### src/rtl/uart_rx.sv
// uart_rx: 8N1 UART receiver with valid/ready byte output.
// Synchronises rxd, finds the start bit, samples 8 data bits LSB-first at bit centre and
// checks the stop bit. Framing errors and overruns are reported as one-cycle pulses.
// Optional build macro: UART_RX_MAJORITY_EN selects 2-of-3 majority sampling around each
// nominal sample point; the decision is then taken one clock later.
module uart_rx #(
    parameter int unsigned CLK_FREQ  = 27_000_000,
    parameter int unsigned UART_BAUD = 115200
) (
    input  logic       clk,
    input  logic       rst_n,
    input  logic       rxd,
    output logic [7:0] rx_data,
    output logic       rx_valid,
    input  logic       rx_ready,
    output logic       frame_err,
    output logic       overrun
);

    localparam int unsigned BAUD_CNT_MAX = CLK_FREQ / UART_BAUD;
    localparam int unsigned HALF_CNT     = BAUD_CNT_MAX / 2;

`ifdef UART_RX_MAJORITY_EN
    localparam int unsigned SAMPLE_LAG = 1;
`else
    localparam int unsigned SAMPLE_LAG = 0;
`endif

    // Count values at which a sample decision is taken. With majority sampling the
    // decision lands one clock after the nominal point, so the counter restarts at 1
    // to keep every bit period exactly BAUD_CNT_MAX clocks long.
    localparam logic [12:0] START_DEC   = 13'(HALF_CNT - 1 + SAMPLE_LAG);
    localparam logic [12:0] BIT_DEC     = 13'(BAUD_CNT_MAX - 1 + SAMPLE_LAG);
    localparam logic [12:0] CNT_RESTART = 13'(SAMPLE_LAG);

    typedef enum logic [1:0] {
        StIdle,
        StStart,
        StData,
        StStop
    } state_e;

    // Input synchroniser and edge detector
    logic rxd_meta_q;
    logic rxd_sync_q;
    logic rxd_prev_q;
    logic fall_edge;

    // Receive FSM state
    state_e      state_q, state_d;
    logic [12:0] baud_cnt_q, baud_cnt_d;
    logic [2:0]  bit_idx_q, bit_idx_d;
    logic [7:0]  shift_q, shift_d;
    logic        deliver_q, deliver_d;
    logic        frame_err_q, frame_err_d;

    // Output side
    logic [7:0]  rx_data_q, rx_data_d;
    logic        rx_valid_q, rx_valid_d;
    logic        overrun_q, overrun_d;

    logic [12:0] cur_dec;
    logic        at_dec;
    logic        sample_bit;

    // Two-flop synchroniser plus one delay flop for falling-edge detection
    always_ff @(posedge clk or negedge rst_n) begin
        if (!rst_n) begin
            rxd_meta_q <= 1'b1;
            rxd_sync_q <= 1'b1;
            rxd_prev_q <= 1'b1;
        end else begin
            rxd_meta_q <= rxd;
            rxd_sync_q <= rxd_meta_q;
            rxd_prev_q <= rxd_sync_q;
        end
    end

    assign fall_edge = rxd_prev_q & ~rxd_sync_q;

    assign cur_dec = (state_q == StStart) ? START_DEC : BIT_DEC;
    assign at_dec  = (baud_cnt_q == cur_dec);

`ifdef UART_RX_MAJORITY_EN
    logic maj_a_q;
    logic maj_b_q;

    // Capture the two samples preceding the decision point; the third is the live sync bit
    always_ff @(posedge clk or negedge rst_n) begin
        if (!rst_n) begin
            maj_a_q <= 1'b1;
            maj_b_q <= 1'b1;
        end else if (state_q != StIdle) begin
            if (baud_cnt_q == cur_dec - 13'd2) begin
                maj_a_q <= rxd_sync_q;
            end
            if (baud_cnt_q == cur_dec - 13'd1) begin
                maj_b_q <= rxd_sync_q;
            end
        end
    end

    assign sample_bit = (maj_a_q & maj_b_q) | (maj_a_q & rxd_sync_q) | (maj_b_q & rxd_sync_q);
`else
    assign sample_bit = rxd_sync_q;
`endif

    // FSM and datapath state registers
    always_ff @(posedge clk or negedge rst_n) begin
        if (!rst_n) begin
            state_q     <= StIdle;
            baud_cnt_q  <= 13'd0;
            bit_idx_q   <= 3'd0;
            shift_q     <= 8'h00;
            deliver_q   <= 1'b0;
            frame_err_q <= 1'b0;
        end else begin
            state_q     <= state_d;
            baud_cnt_q  <= baud_cnt_d;
            bit_idx_q   <= bit_idx_d;
            shift_q     <= shift_d;
            deliver_q   <= deliver_d;
            frame_err_q <= frame_err_d;
        end
    end

    // Next-state logic: start qualification, data shifting and stop-bit check
    always_comb begin
        state_d     = state_q;
        baud_cnt_d  = baud_cnt_q + 13'd1;
        bit_idx_d   = bit_idx_q;
        shift_d     = shift_q;
        deliver_d   = 1'b0;
        frame_err_d = 1'b0;

        unique case (state_q)
            StIdle: begin
                baud_cnt_d = 13'd0;
                if (fall_edge) begin
                    state_d = StStart;
                end
            end
            StStart: begin
                if (at_dec) begin
                    if (!sample_bit) begin
                        state_d    = StData;
                        baud_cnt_d = CNT_RESTART;
                        bit_idx_d  = 3'd0;
                    end else begin
                        // Line back high at mid start bit: treat as a glitch
                        state_d    = StIdle;
                        baud_cnt_d = 13'd0;
                    end
                end
            end
            StData: begin
                if (at_dec) begin
                    shift_d    = {sample_bit, shift_q[7:1]};
                    baud_cnt_d = CNT_RESTART;
                    bit_idx_d  = bit_idx_q + 3'd1;
                    if (bit_idx_q == 3'd7) begin
                        state_d = StStop;
                    end
                end
            end
            StStop: begin
                if (at_dec) begin
                    // Returning to idle means a held-low line needs a fresh 1->0 edge
                    state_d    = StIdle;
                    baud_cnt_d = 13'd0;
                    if (sample_bit) begin
                        deliver_d = 1'b1;
                    end else begin
                        frame_err_d = 1'b1;
                    end
                end
            end
            default: begin
                state_d    = StIdle;
                baud_cnt_d = 13'd0;
            end
        endcase
    end

    // Output registers for the byte interface
    always_ff @(posedge clk or negedge rst_n) begin
        if (!rst_n) begin
            rx_data_q  <= 8'h00;
            rx_valid_q <= 1'b0;
            overrun_q  <= 1'b0;
        end else begin
            rx_data_q  <= rx_data_d;
            rx_valid_q <= rx_valid_d;
            overrun_q  <= overrun_d;
        end
    end

    // Delivery and handshake: a new byte may replace one being accepted in the same cycle
    always_comb begin
        rx_data_d  = rx_data_q;
        rx_valid_d = rx_valid_q;
        overrun_d  = 1'b0;
        if (deliver_q) begin
            if (!rx_valid_q || rx_ready) begin
                rx_data_d  = shift_q;
                rx_valid_d = 1'b1;
            end else begin
                overrun_d = 1'b1;
            end
        end else if (rx_valid_q && rx_ready) begin
            rx_valid_d = 1'b0;
        end
    end

    assign rx_data   = rx_data_q;
    assign rx_valid  = rx_valid_q;
    assign frame_err = frame_err_q;
    assign overrun   = overrun_q;

endmodule
### config.mk
export PLATFORM = sky130hd
export DESIGN_NAME = uart_rx
export DESIGN_NICKNAME = d
export VERILOG_FILES = /design/src/rtl/uart_rx.sv
export SDC_FILE = /design/constraint.sdc
export NUM_CORES = 1
export LEC_CHECK = 0
export BUFFER_PORTS_ARGS = -buffer_cell sky130_fd_sc_hd__buf_4
export CORE_ASPECT_RATIO = 0.6
export CORE_MARGIN = 4
export CORE_UTILIZATION = 40
export DETAILED_ROUTE_END_ITERATION = 8
export GPL_ROUTABILITY_DRIVEN = 0
export PLACE_DENSITY_LB_ADDON = 0.1
export RECOVER_POWER = 100
export SLEW_MARGIN = 20
export SYNTH_ARGS = -nofsm -noshare
export SYNTH_HDL_FRONTEND = slang
export SYNTH_SLANG_ARGS = --single-unit
### constraint.sdc
create_clock -name clk -period 3.5 [get_ports clk]
set_input_delay 0.525 -clock clk [delete_from_list [all_inputs] [get_ports clk]]
set_output_delay 0.525 -clock clk [all_outputs]
set_load 0.05 [all_outputs]
**Word-level counts from Yosys, hierarchy flattened**

Index checks and enable logic that the tools add are counted.

- Add/sub/neg operators: 2
- Eq/ne operators: 12
- Mux-type cells: 25
- Bitwise logic cells: 2
- Reductions and logical operators: 12

Operators by type and width:

| kind | count |
|---|---|
| $pmux W13 S2 | 1 |
| $add A13 B1 Y13 const B | 1 |
| $eq A13 B8 Y1 | 1 |
| $mux W13 | 1 |
| $mux W2 | 6 |
| $ne A2 B2 Y1 const B | 6 |
| $mux W1 | 11 |
| $mux W3 | 3 |
| $mux W8 | 1 |
| $pmux W2 S4 | 1 |
| $pmux W3 S2 | 1 |
| $reduce_and A2 Y1 | 3 |
| $reduce_and A5 Y1 | 1 |
| $eq A2 B2 Y1 const B | 2 |
| $reduce_and A4 Y1 | 1 |
| $reduce_bool A2 Y1 | 2 |
| $add A3 B1 Y3 const B | 1 |
| $eq A3 B3 Y1 const B | 1 |
| $reduce_or A3 Y1 | 1 |
| $eq A2 B1 Y1 const B | 1 |
| $logic_not A2 Y1 | 1 |
| $ne A2 B1 Y1 const B | 1 |
| $and A1 B1 Y1 | 1 |
| $logic_and A1 B1 Y1 | 1 |
| other kinds (3) | 3 |

- Flip-flop bits (word level): 41
- Input bits: 4
- Output and inout bits: 11

**Depth between registers and ports, before layout**

Gate-level depths: netlist of run 1.

- Depth in word-level cells: 5
- Gate-level depth with buffers: 7

**Least setup slack after synthesis of run 1**

No wires, ideal clock.

- Path type: register to register
- Start point: reg baud_cnt_q[8]
- End point: reg shift_q[2]
- Library setup time: 0.125 ns
- Arrival: 1.884 ns
- Data required time: 3.375 ns
- Path slack: 1.491 ns
- Cell stages (with the launch flop): 6
- Path buffers: 1
- Clock period less this slack: 2.009 ns
- Cell sequence: dfrtp_1 or4_4 nor4_4 o2111ai_2 buf_6 mux2_4

- Cells in the longest elaborated chain, start to end: 2

Ends and longest elaborated chain:

| what | RTL line | source |
|---|---|---|
| from (decl) | 51 | `logic [12:0] baud_cnt_q, baud_cnt_d;` |
| from (signal assigned) | 119 | `baud_cnt_q <= baud_cnt_d;` |
| $eq A13 B8 Y1 | 82 | `assign at_dec = (baud_cnt_q == cur_dec);` |
| $reduce_and A2 Y1 (no line) | - |  |
| to (signal assigned) | 121 | `shift_q <= shift_d;` |
| to (decl) | 53 | `logic [7:0] shift_q, shift_d;` |

Every way passes these cells.
A chain may end at the register's enable or synchronous reset.

**Final worst setup path of run 1**

- Start point: reg baud_cnt_q[8]
- End point: reg shift_q[6]

The elaborated chain is that of the path after synthesis.

==> results of run 1 <==
-- cell type report --
type / instances / area [sq um] / share of cell area
clock buffer: 5 / 68.82 / 0.03535
sequential: 41 / 1030 / 0.5289
tap: 60 / 75.07 / 0.03856
clock inverter: 3 / 17.52 / 0.008997
inverter: 6 / 22.52 / 0.01157
timing repair buffer: 14 / 60.06 / 0.03085
multi-input combinational: 94 / 673.1 / 0.3458
-- layout by cell type (no fill, tap or decap), drive strengths merged, types with 2 or more instances in the layout --
| master | instances |
|---|---|
| clkbuf | 19 |
| mux2 | 15 |
| nand4 | 3 |
| and3 | 2 |
| nand2 | 7 |
| a21o | 3 |
| o2111ai | 2 |
| dfrtp | 38 |
| dfstp | 3 |
| nand3 | 7 |
| o221a | 2 |
| nor3 | 5 |
| ha | 3 |
| xor2 | 7 |
| nor2 | 17 |
| inv | 6 |
| xnor2 | 4 |
| clkinv | 2 |
| o21ai | 7 |
-- worst max path at each step --
| stage | from | endpoint | cells past startpoint |
|---|---|---|---|
| after global placement | baud_cnt_q[8] | shift_q[3] | 4 |
| after detailed placement | baud_cnt_q[8] | baud_cnt_q[5] | 5 |
| final | baud_cnt_q[8] | shift_q[6] | 4 |
| after floorplan | baud_cnt_q[8] | shift_q[2] | 5 |
| after global routing | baud_cnt_q[8] | baud_cnt_q[5] | 5 |
| after CTS | baud_cnt_q[8] | shift_q[6] | 4 |
-- cell families (layout without fill, tap and decap cells) --
kind of cell / after synthesis / after routing / share of synthesized area
AOI/OAI and AO/OA: 16 / 16 / 0.06770
xor gates and xnor gates: 11 / 11 / 0.05430
adders and majority gates: 3 / 3 / 0.02116
buffers and inverters: 10 / 28 / 0.02609
DFF: 41 / 41 / 0.5804
muxes: 15 / 15 / 0.1058
and+or+nand+nor: 49 / 49 / 0.1446
-- per-stage QoR --
step                        util  cell area (sq um)
after floorplan                -               1774
after global placement    0.4609               1931
after detailed placement  0.4609               1931
after CTS                 0.4815               2017
after global routing      0.4648               1947
final                     0.4648               1947
-- layer usage --
metal	GRT usage	wire length, um	part of all wire	up-vias
li1	-	-	-	543
met1	0.1848	1583	0.54	557
met2	0.1504	1175	0.40	22
met3	0.03934	154	0.052	5
met4	0.03086	32	0.011	0
met5	0	0	0	-
-- sequential cells by signal, indices dropped and copies added, names as in the netlist, named ones only --
register	flops
baud_cnt_q	13
rxd_meta_q	1
frame_err	1
rx_data	8
rxd_sync_q	1
rx_valid	1
rxd_prev_q	1
state_q	1
shift_q	8
deliver_q	1
overrun	1
bit_idx_q	3
-- worst max-delay path, cell delays in order, from the launching register on --
cell,delay [ns]
dfrtp_1,0.44
or4_1,0.55
nor4_1,0.45
o2111ai_1,0.71
mux2_4,0.52
-- power by group --
part | internal [uW] | switching (uW)
logic | 55.9 | 60.3
registers | 517 | 64.5
clock network | 138 | 159
==> impl_metrics.yaml, run 1 <==
floorplanning:
  die_h_um: 59.59
  row_count: 18
  start_util: 0.4235
  coreArea_sq_um: 4189
  die_area_sq_um: 5600
  die_x_um: 93.98
  io_pins: 15
cts:
  cts_tree: "done"
  cts_resized: 0
  tritoncts.num_buffers: 5
  ctsHtreeMaxLevel: 2
  cts_root_buffer: "clkbuf_8"
  clk_latency_ns: 0.29
  cts_max_path_buffers: 2
  cts_hold_buf: 0
  clkSlewWorstSetupHoldPaths_ns: 0.08
  cts_sinks: 41
  postCtsSetupRepairBufs: 0
status:
  run_status: "finished with violations"
  violations: "max-capacitance violations, max-slew violations"
sta:
  fin_crit_ns: 2.782
  rsz0062_at_grt: "no"
  holdWs_ns: 0.3484
  fmax_ghz: 0.3595
  finalCritPeriodShare: 0.7948
  layout_setup_ws_ns: 0.7183
  drv_slew: 42
  hold_viol: 0
  skew_ns: 0.01055
  finalSetupViolations: 0
  relSlewSlack: -0.4094
  worstMarginPinSlew_ns: 2.114
  tns_ns: 0
cells_and_area:
  n_fill_cell: 407
  fin_nets: 169
  layout.cells.non_filler: 223
  drive_above_1_share: 0.1656
  n_antenna_cell: 0
  area_growth_pct: 9.732
grt:
  gr-total-overflow: 0
  antenna_found_initial: 0
  grt_pass1_vias: 1024
  grt_max_degree: 42
  grt_util_all_layers: 0.1174
  grt_pass1_wl_um: 5050
detailed_routing:
  antenna_left: 0
  drt-initial-drc-count: 64
  drtPass1Iterations: 4
  routed_via_density: 5.054
  drc: 0
  routed_wl_um: 2946
  dr_total_vias: 1127
  post_drt_wl_per_cell_um: 13.21
worst_hold_path:
  min_to: "rxd_meta_q"
  holdPathStages: 1
  min_from: "rxd"
  worst_hold_path_type: "in2reg"
place:
  pre_cts_slack_ns: 1.174
  dp_hpwl_um: 2051
  numPortBuffers: 14
  placed_cells: 215
critical_path:
  crit_type: "reg2reg"
  startpoint_type: "flip-flop"
  reg2reg_slack_ns: 0.72
  critical_path_arrival_ns: 2.95
  r2r_cells: 4
  cp-end-kind: "flip-flop"
  timing.rr.end: "shift_q[6]"
  crit_path_max_fanout: 12
  worstReg2RegStart: "baud_cnt_q[8]"
  required_ns: 3.67
yosys:
  syn_inst: 145
  syn_area_per_cell_sq_um: 12.24
  synthFlopType: "dfrtp_1"
  netlist_area_sq_um: 1774
  synthTopCellsByCount: "dfrtp_1 (38), nor2_1 (17), mux2_2 (10)"
  synth_seq_cells: 41
  synth_seq_area_share: 0.5804
  synth_top_area_frac: 0.5360
  synthesis.nets: 152
  synth_edf_count: 0
  synth-async-reset-ratio: 1.000
  ys_types: 33
  synth_warnings: 0
  yosysMostFrequentCell: "dfrtp_1"
  synth.largest_area_cell: "dfrtp_1"
  synth.area.top_cells: "dfrtp_1 (54%), mux2_2 (6.3%), dfstp_2 (4.4%), mux2_4 (4.2%), nor2_1 (3.6%)"
power_and_ir_drop:
  p_per_area_nw_per_um2: 510.7
  p_leak_uw: 0.0009397
  finalPower_uw: 994.3
  ir_drop_mv: 0.2069
flow_run:
  drv_cap: 1
Power figures use the tool's default switching activity.
==> run 2, diff against run 1 <==
clock period = 2.6 ns   (was 3.5 ns; I/O delays follow)
==> run 2 against run 1 <==
Effect of this change:
- the flow now finishes without violations
- sequential power increased by 34%
- worst setup slack worse by 0.47 ns
- fmax is 18% higher
- register-to-register slack got worse by 0.47 ns
- sequential share of layout area fell by 1.7 points
==> impl_metrics.yaml, run 2 (same netlist as run 1, synthesis figures left out) <==
status:
  run_status: "finished, final reports clean"
sta:
  holdWs_ns: 0.06353
  relSlewSlack: 0.5714
  fmax_ghz: 0.4244
  hold_viol: 0
  finalSetupViolations: 0
  tns_ns: 0
  skew_ns: 0.01082
  worstMarginPinSlew_ns: 0.6429
  rsz0062_at_grt: "no"
  drv_slew: 0
  fin_crit_ns: 2.356
  finalCritPeriodShare: 0.9062
critical_path:
  required_ns: 2.79
  cp.buffers_inverters: 1
  crit_path_max_fanout: 8
  crit_chain: "or4_4 > nor4_4 > o21ai_0 > o21ai_1 > buf_4 > nor2_1"
  critical_path_arrival_ns: 2.54
  crit_type: "reg2reg"
  cp.depth: 6
  cp_slowest_stage_delay_ns: 0.57
  cp-end-kind: "flip-flop"
  crit_slowest_cell: "or4_4"
  startpoint_type: "flip-flop"
  crit_family: "simple AND/OR/NAND/NOR gates"
  r2r_cells: 6
power_and_ir_drop:
  p_per_area_nw_per_um2: 775.9
  ir_drop_mv: 0.2876
  p_leak_uw: 0.0009614
  finalPower_uw: 1561
cells_and_area:
  n_antenna_cell: 0
  fin_nets: 170
  final_common_cell: "dfrtp_1"
  drive_above_1_share: 0.1646
  top_register: "baud_cnt_q"
  n_fill_cell: 396
  final_cell_mix: "dfrtp_1 (38), nor2_1 (17), clkbuf_1 (11), mux2_2 (10)"
  layout.cells.non_filler: 224
  area_growth_pct: 13.40
  largest_reg_flops: 13
floorplanning:
  io_pins: 15
  die_area_sq_um: 5600
  die_h_um: 59.59
  row_count: 18
  coreArea_sq_um: 4189
  start_util: 0.4235
  die_x_um: 93.98
cts:
  cts_max_path_buffers: 2
  tritoncts.num_buffers: 5
  clk_latency_ns: 0.29
  clkSlewWorstSetupHoldPaths_ns: 0.08
  cts_tree: "done"
  ctsHtreeMaxLevel: 2
  postCtsSetupRepairBufs: 0
  cts_root_buffer: "clkbuf_8"
  cts_sinks: 41
  cts_resized: 0
  cts_hold_buf: 0
detailed_routing:
  antenna_left: 0
  drtPass1Iterations: 3
  routed_wl_um: 3122
  post_drt_wl_per_cell_um: 13.94
  drt-initial-drc-count: 48
  dr_total_vias: 1131
  drc: 0
  routed_via_density: 5.049
place:
  dp_hpwl_um: 2142
  placed_cells: 216
  numPortBuffers: 14
grt:
  grt_pass1_vias: 1126
  grt_pass1_wl_um: 5375
  grt_use_met1: 0.1787
  grtUsageMet3: 0.04695
  grt_util_all_layers: 0.1261
  antenna_found_initial: 0
  grt_max_degree: 42
  gr-total-overflow: 0
  grt_busiest_layer: "met2"
  met2_usage: 0.1806
worst_hold_path:
  worst_hold_path_type: "in2async"
flow_run:
  drv_cap: 0
[run 2: report_power, final]
group / leakage, uW / switching, uW / internal (uW)
clock: 0.0000681 / 224 / 381
sequential: 0.000544 / 84.9 / 696
combinational: 0.000349 / 89.8 / 84.8
total: 0.000961 / 399 / 1160
[run 2: worst register-to-register path: stages (launching register included)]
cell     delay (ns)
dfrtp_1        0.45
or4_4          0.57
nor4_4         0.29
o21ai_0        0.30
o21ai_1        0.34
buf_4          0.24
nor2_1         0.06
[run 2: area by class of cell]
class                   count  area (sq um)  area share
inverters                   6         22.52     0.01119
clock inverters             3         65.06     0.03234
clock buffers               5         68.82     0.03420
flip-flops and latches     41          1030      0.5118
well taps                  60         75.07     0.03731
multi-input cells          94         679.4      0.3377
repair buffers             15         71.32     0.03545
[run 2: path summary, 6_finish.rpt]
path                               start              to  slack, ns
max                        baud_cnt_q[8]  baud_cnt_q[12]       0.24
max in group asynchronous          rst_n   baud_cnt_q[8]       2.17
min reg2reg                   rxd_meta_q      rxd_sync_q       0.37
min                                rst_n       frame_err       0.06
max reg2reg                baud_cnt_q[8]  baud_cnt_q[12]       0.24
min in group clk                     rxd      rxd_meta_q       0.21
[run 2: stage by stage]
step,setup slack [ns],util,area [sq um]
2_1_floorplan,0.5909,-,1774
3_3_place_gp,0.3504,0.4627,1938
3_5_place_dp,0.2940,0.4627,1938
4_1_cts,0.2828,0.4946,2072
5_1_grt,0.1235,0.4803,2012
6_report,0.2439,0.4803,2012
[run 2: layer usage]
| metal | wire [um] | up-vias |
|---|---|---|
| met4 | 19 | 0 |
| met5 | 0 | - |
| li1 | - | 541 |
| met2 | 1272 | 12 |
| met3 | 138 | 2 |
| met1 | 1691 | 576 |
==> run 3, diff against run 2 <==
BUFFER_PORTS_ARGS = default   (was -buffer_cell sky130_fd_sc_hd__buf_4)
DONT_BUFFER_PORTS = 1   (was default)
GPL_ROUTABILITY_DRIVEN = default   (was 0)
==> run 3 against run 2 <==
Effect of this change:
- routed wire length is 8.6% lower
- worst setup slack better by 0.011 ns
- clock-buffer cell count stayed put
- combinational power hardly changed
- fmax is 0.48% higher
- first-iteration DRC count is 52% lower
- largest cell class unchanged
- highest routed layer unchanged
==> impl_metrics.yaml, run 3 (same netlist as run 1, synthesis figures left out) <==
sta:
  relSlewSlack: 0.3437
  worstMarginPinSlew_ns: 0.9844
  hold_viol: 0
  layout_setup_ws_ns: 0.2551
  finalCritPeriodShare: 0.9019
  tns_ns: 0
  fmax_ghz: 0.4265
  drv_slew: 0
  finalSetupViolations: 0
  rsz0062_at_grt: "no"
  skew_ns: 0.006936
  fin_crit_ns: 2.345
floorplanning:
  row_count: 18
  io_pins: 15
  die_h_um: 59.59
  start_util: 0.4235
  coreArea_sq_um: 4189
  die_x_um: 93.98
  die_area_sq_um: 5600
detailed_routing:
  routed_wl_um: 2855
  dr_total_vias: 1034
  antenna_left: 0
  routed_via_density: 4.900
  drt-initial-drc-count: 23
  drc: 0
  drtPass1Iterations: 4
  post_drt_wl_per_cell_um: 13.53
place:
  place.gp.congestion: 0.7783
  pre_cts_slack_ns: 0.3033
  numPortBuffers: 0
  postPlaceCellArea_sq_um: 1833
  dp_hpwl_um: 2030
grt:
  grt_max_degree: 42
  grt_pass1_vias: 1026
  antenna_found_initial: 0
  grt_util_all_layers: 0.1133
  grt_pass1_wl_um: 4823
  gr-total-overflow: 0
cts:
  clkSlewWorstSetupHoldPaths_ns: 0.07
  cts_max_path_buffers: 2
  clk_latency_ns: 0.28
  cts_resized: 0
  cts_tree: "done"
  cts_root_buffer: "clkbuf_8"
  tritoncts.num_buffers: 5
  cts_sinks: 41
  ctsHtreeMaxLevel: 2
cells_and_area:
  final_cell_mix: "dfrtp_1 (38), nor2_1 (17), mux2_2 (10)"
  drive_above_1_share: 0.1589
  largest_reg_flops: 13
  final_common_cell: "dfrtp_1"
  fin_util: 0.4615
  n_antenna_cell: 0
  area_growth_pct: 8.956
  stdcell_area_sq_um: 1933
  top_register: "baud_cnt_q"
  fin_nets: 158
critical_path:
  required_ns: 2.77
  startpoint_type: "flip-flop"
  critical_path_arrival_ns: 2.52
  crit_chain: "or4_4 > nor4_4 > o21ai_0 > o21ai_0 > buf_4 > nor2_1"
  crit_type: "reg2reg"
  crit_slowest_cell: "or4_4"
  crit_path_max_fanout: 8
  cp_slowest_stage_delay_ns: 0.57
  path_common_cell: "o21ai_0"
  cp-end-kind: "flip-flop"
status:
  run_status: "finished, final reports clean"
power_and_ir_drop:
  ir_drop_mv: 0.2935
  p_leak_uw: 0.0009279
  p_per_area_nw_per_um2: 742.0
worst_hold_path:
  worst_hold_path_type: "in2reg"
flow_run:
  drv_cap: 0
## run 3: cell count changes in the layout (fill, tap and decap cells not counted), sizes merged
cell         change
buf              -2
bufinv           -1
clkbuf          -11
dlygate4sd3      +1
## run 3: timing repair
| item | CTS | global route |
|---|---|---|
| endpoints found under the hold margin | 41 | 0 |
| buffers inserted | 0 | 0 |
| hold buffers | 2 | 0 |
## run 3: metrics by stage
stage | hold WS (ns) | total power (uW) | cells
floorplan | 0.09441 | 915.7 | 145
CTS | 0.09462 | 1456 | 211
detailed placement | 0.09585 | 953.4 | 202
global route | 0.08390 | 1516 | 211
global placement | 0.09594 | 946.2 | 202
finish | 0.1064 | 1434 | 211
## run 3: path summary, 6_finish.rpt
kind                       slack, ns        endpoint          start  cells past startpoint
setup / recovery                0.26   baud_cnt_q[6]  baud_cnt_q[8]                      6
hold / removal                  0.11      rxd_meta_q            rxd                      0
max in group asynchronous       1.19  baud_cnt_q[12]          rst_n                      2
setup reg to reg                0.26   baud_cnt_q[6]  baud_cnt_q[8]                      6
hold reg to reg                 0.36      rxd_sync_q     rxd_meta_q                      0
min in group asynchronous       0.80      state_q[0]          rst_n                      2
## run 3: report_power, final
| part | switching, uW | internal [uW] | total, uW |
|---|---|---|---|
| logic | 89.9 | 83.7 | 174 |
| clock network | 201 | 279 | 480 |
| registers | 85.0 | 696 | 781 |
## run 3: layout make-up
type,count,area [sq um]
Clock buffer,5,68.82
Sequential cell,41,1030
Inverter,6,22.52
Fill cell,404,2256
Clock inverter,2,35.03
Timing Repair Buffer,3,22.52
Tap cell,60,75.07
Multi-Input combinational cell,94,679.4
## run 3: routing by layer
metal / GRT usage / share of wire
met1: 0.1679 / 0.57
met2: 0.1554 / 0.38
met3: 0.04442 / 0.042
met4: 0.02469 / 0.0081
met5: 0 / 0
## run 3: critical path: cells and delay by family, from the launching register on
kind / cells / cell delay [ns]
AND/OR/NAND/NOR: 3 / 0.91
AO/OA/AOI/OAI: 2 / 0.62
flip-flops: 1 / 0.44
buffers and inverters: 1 / 0.27
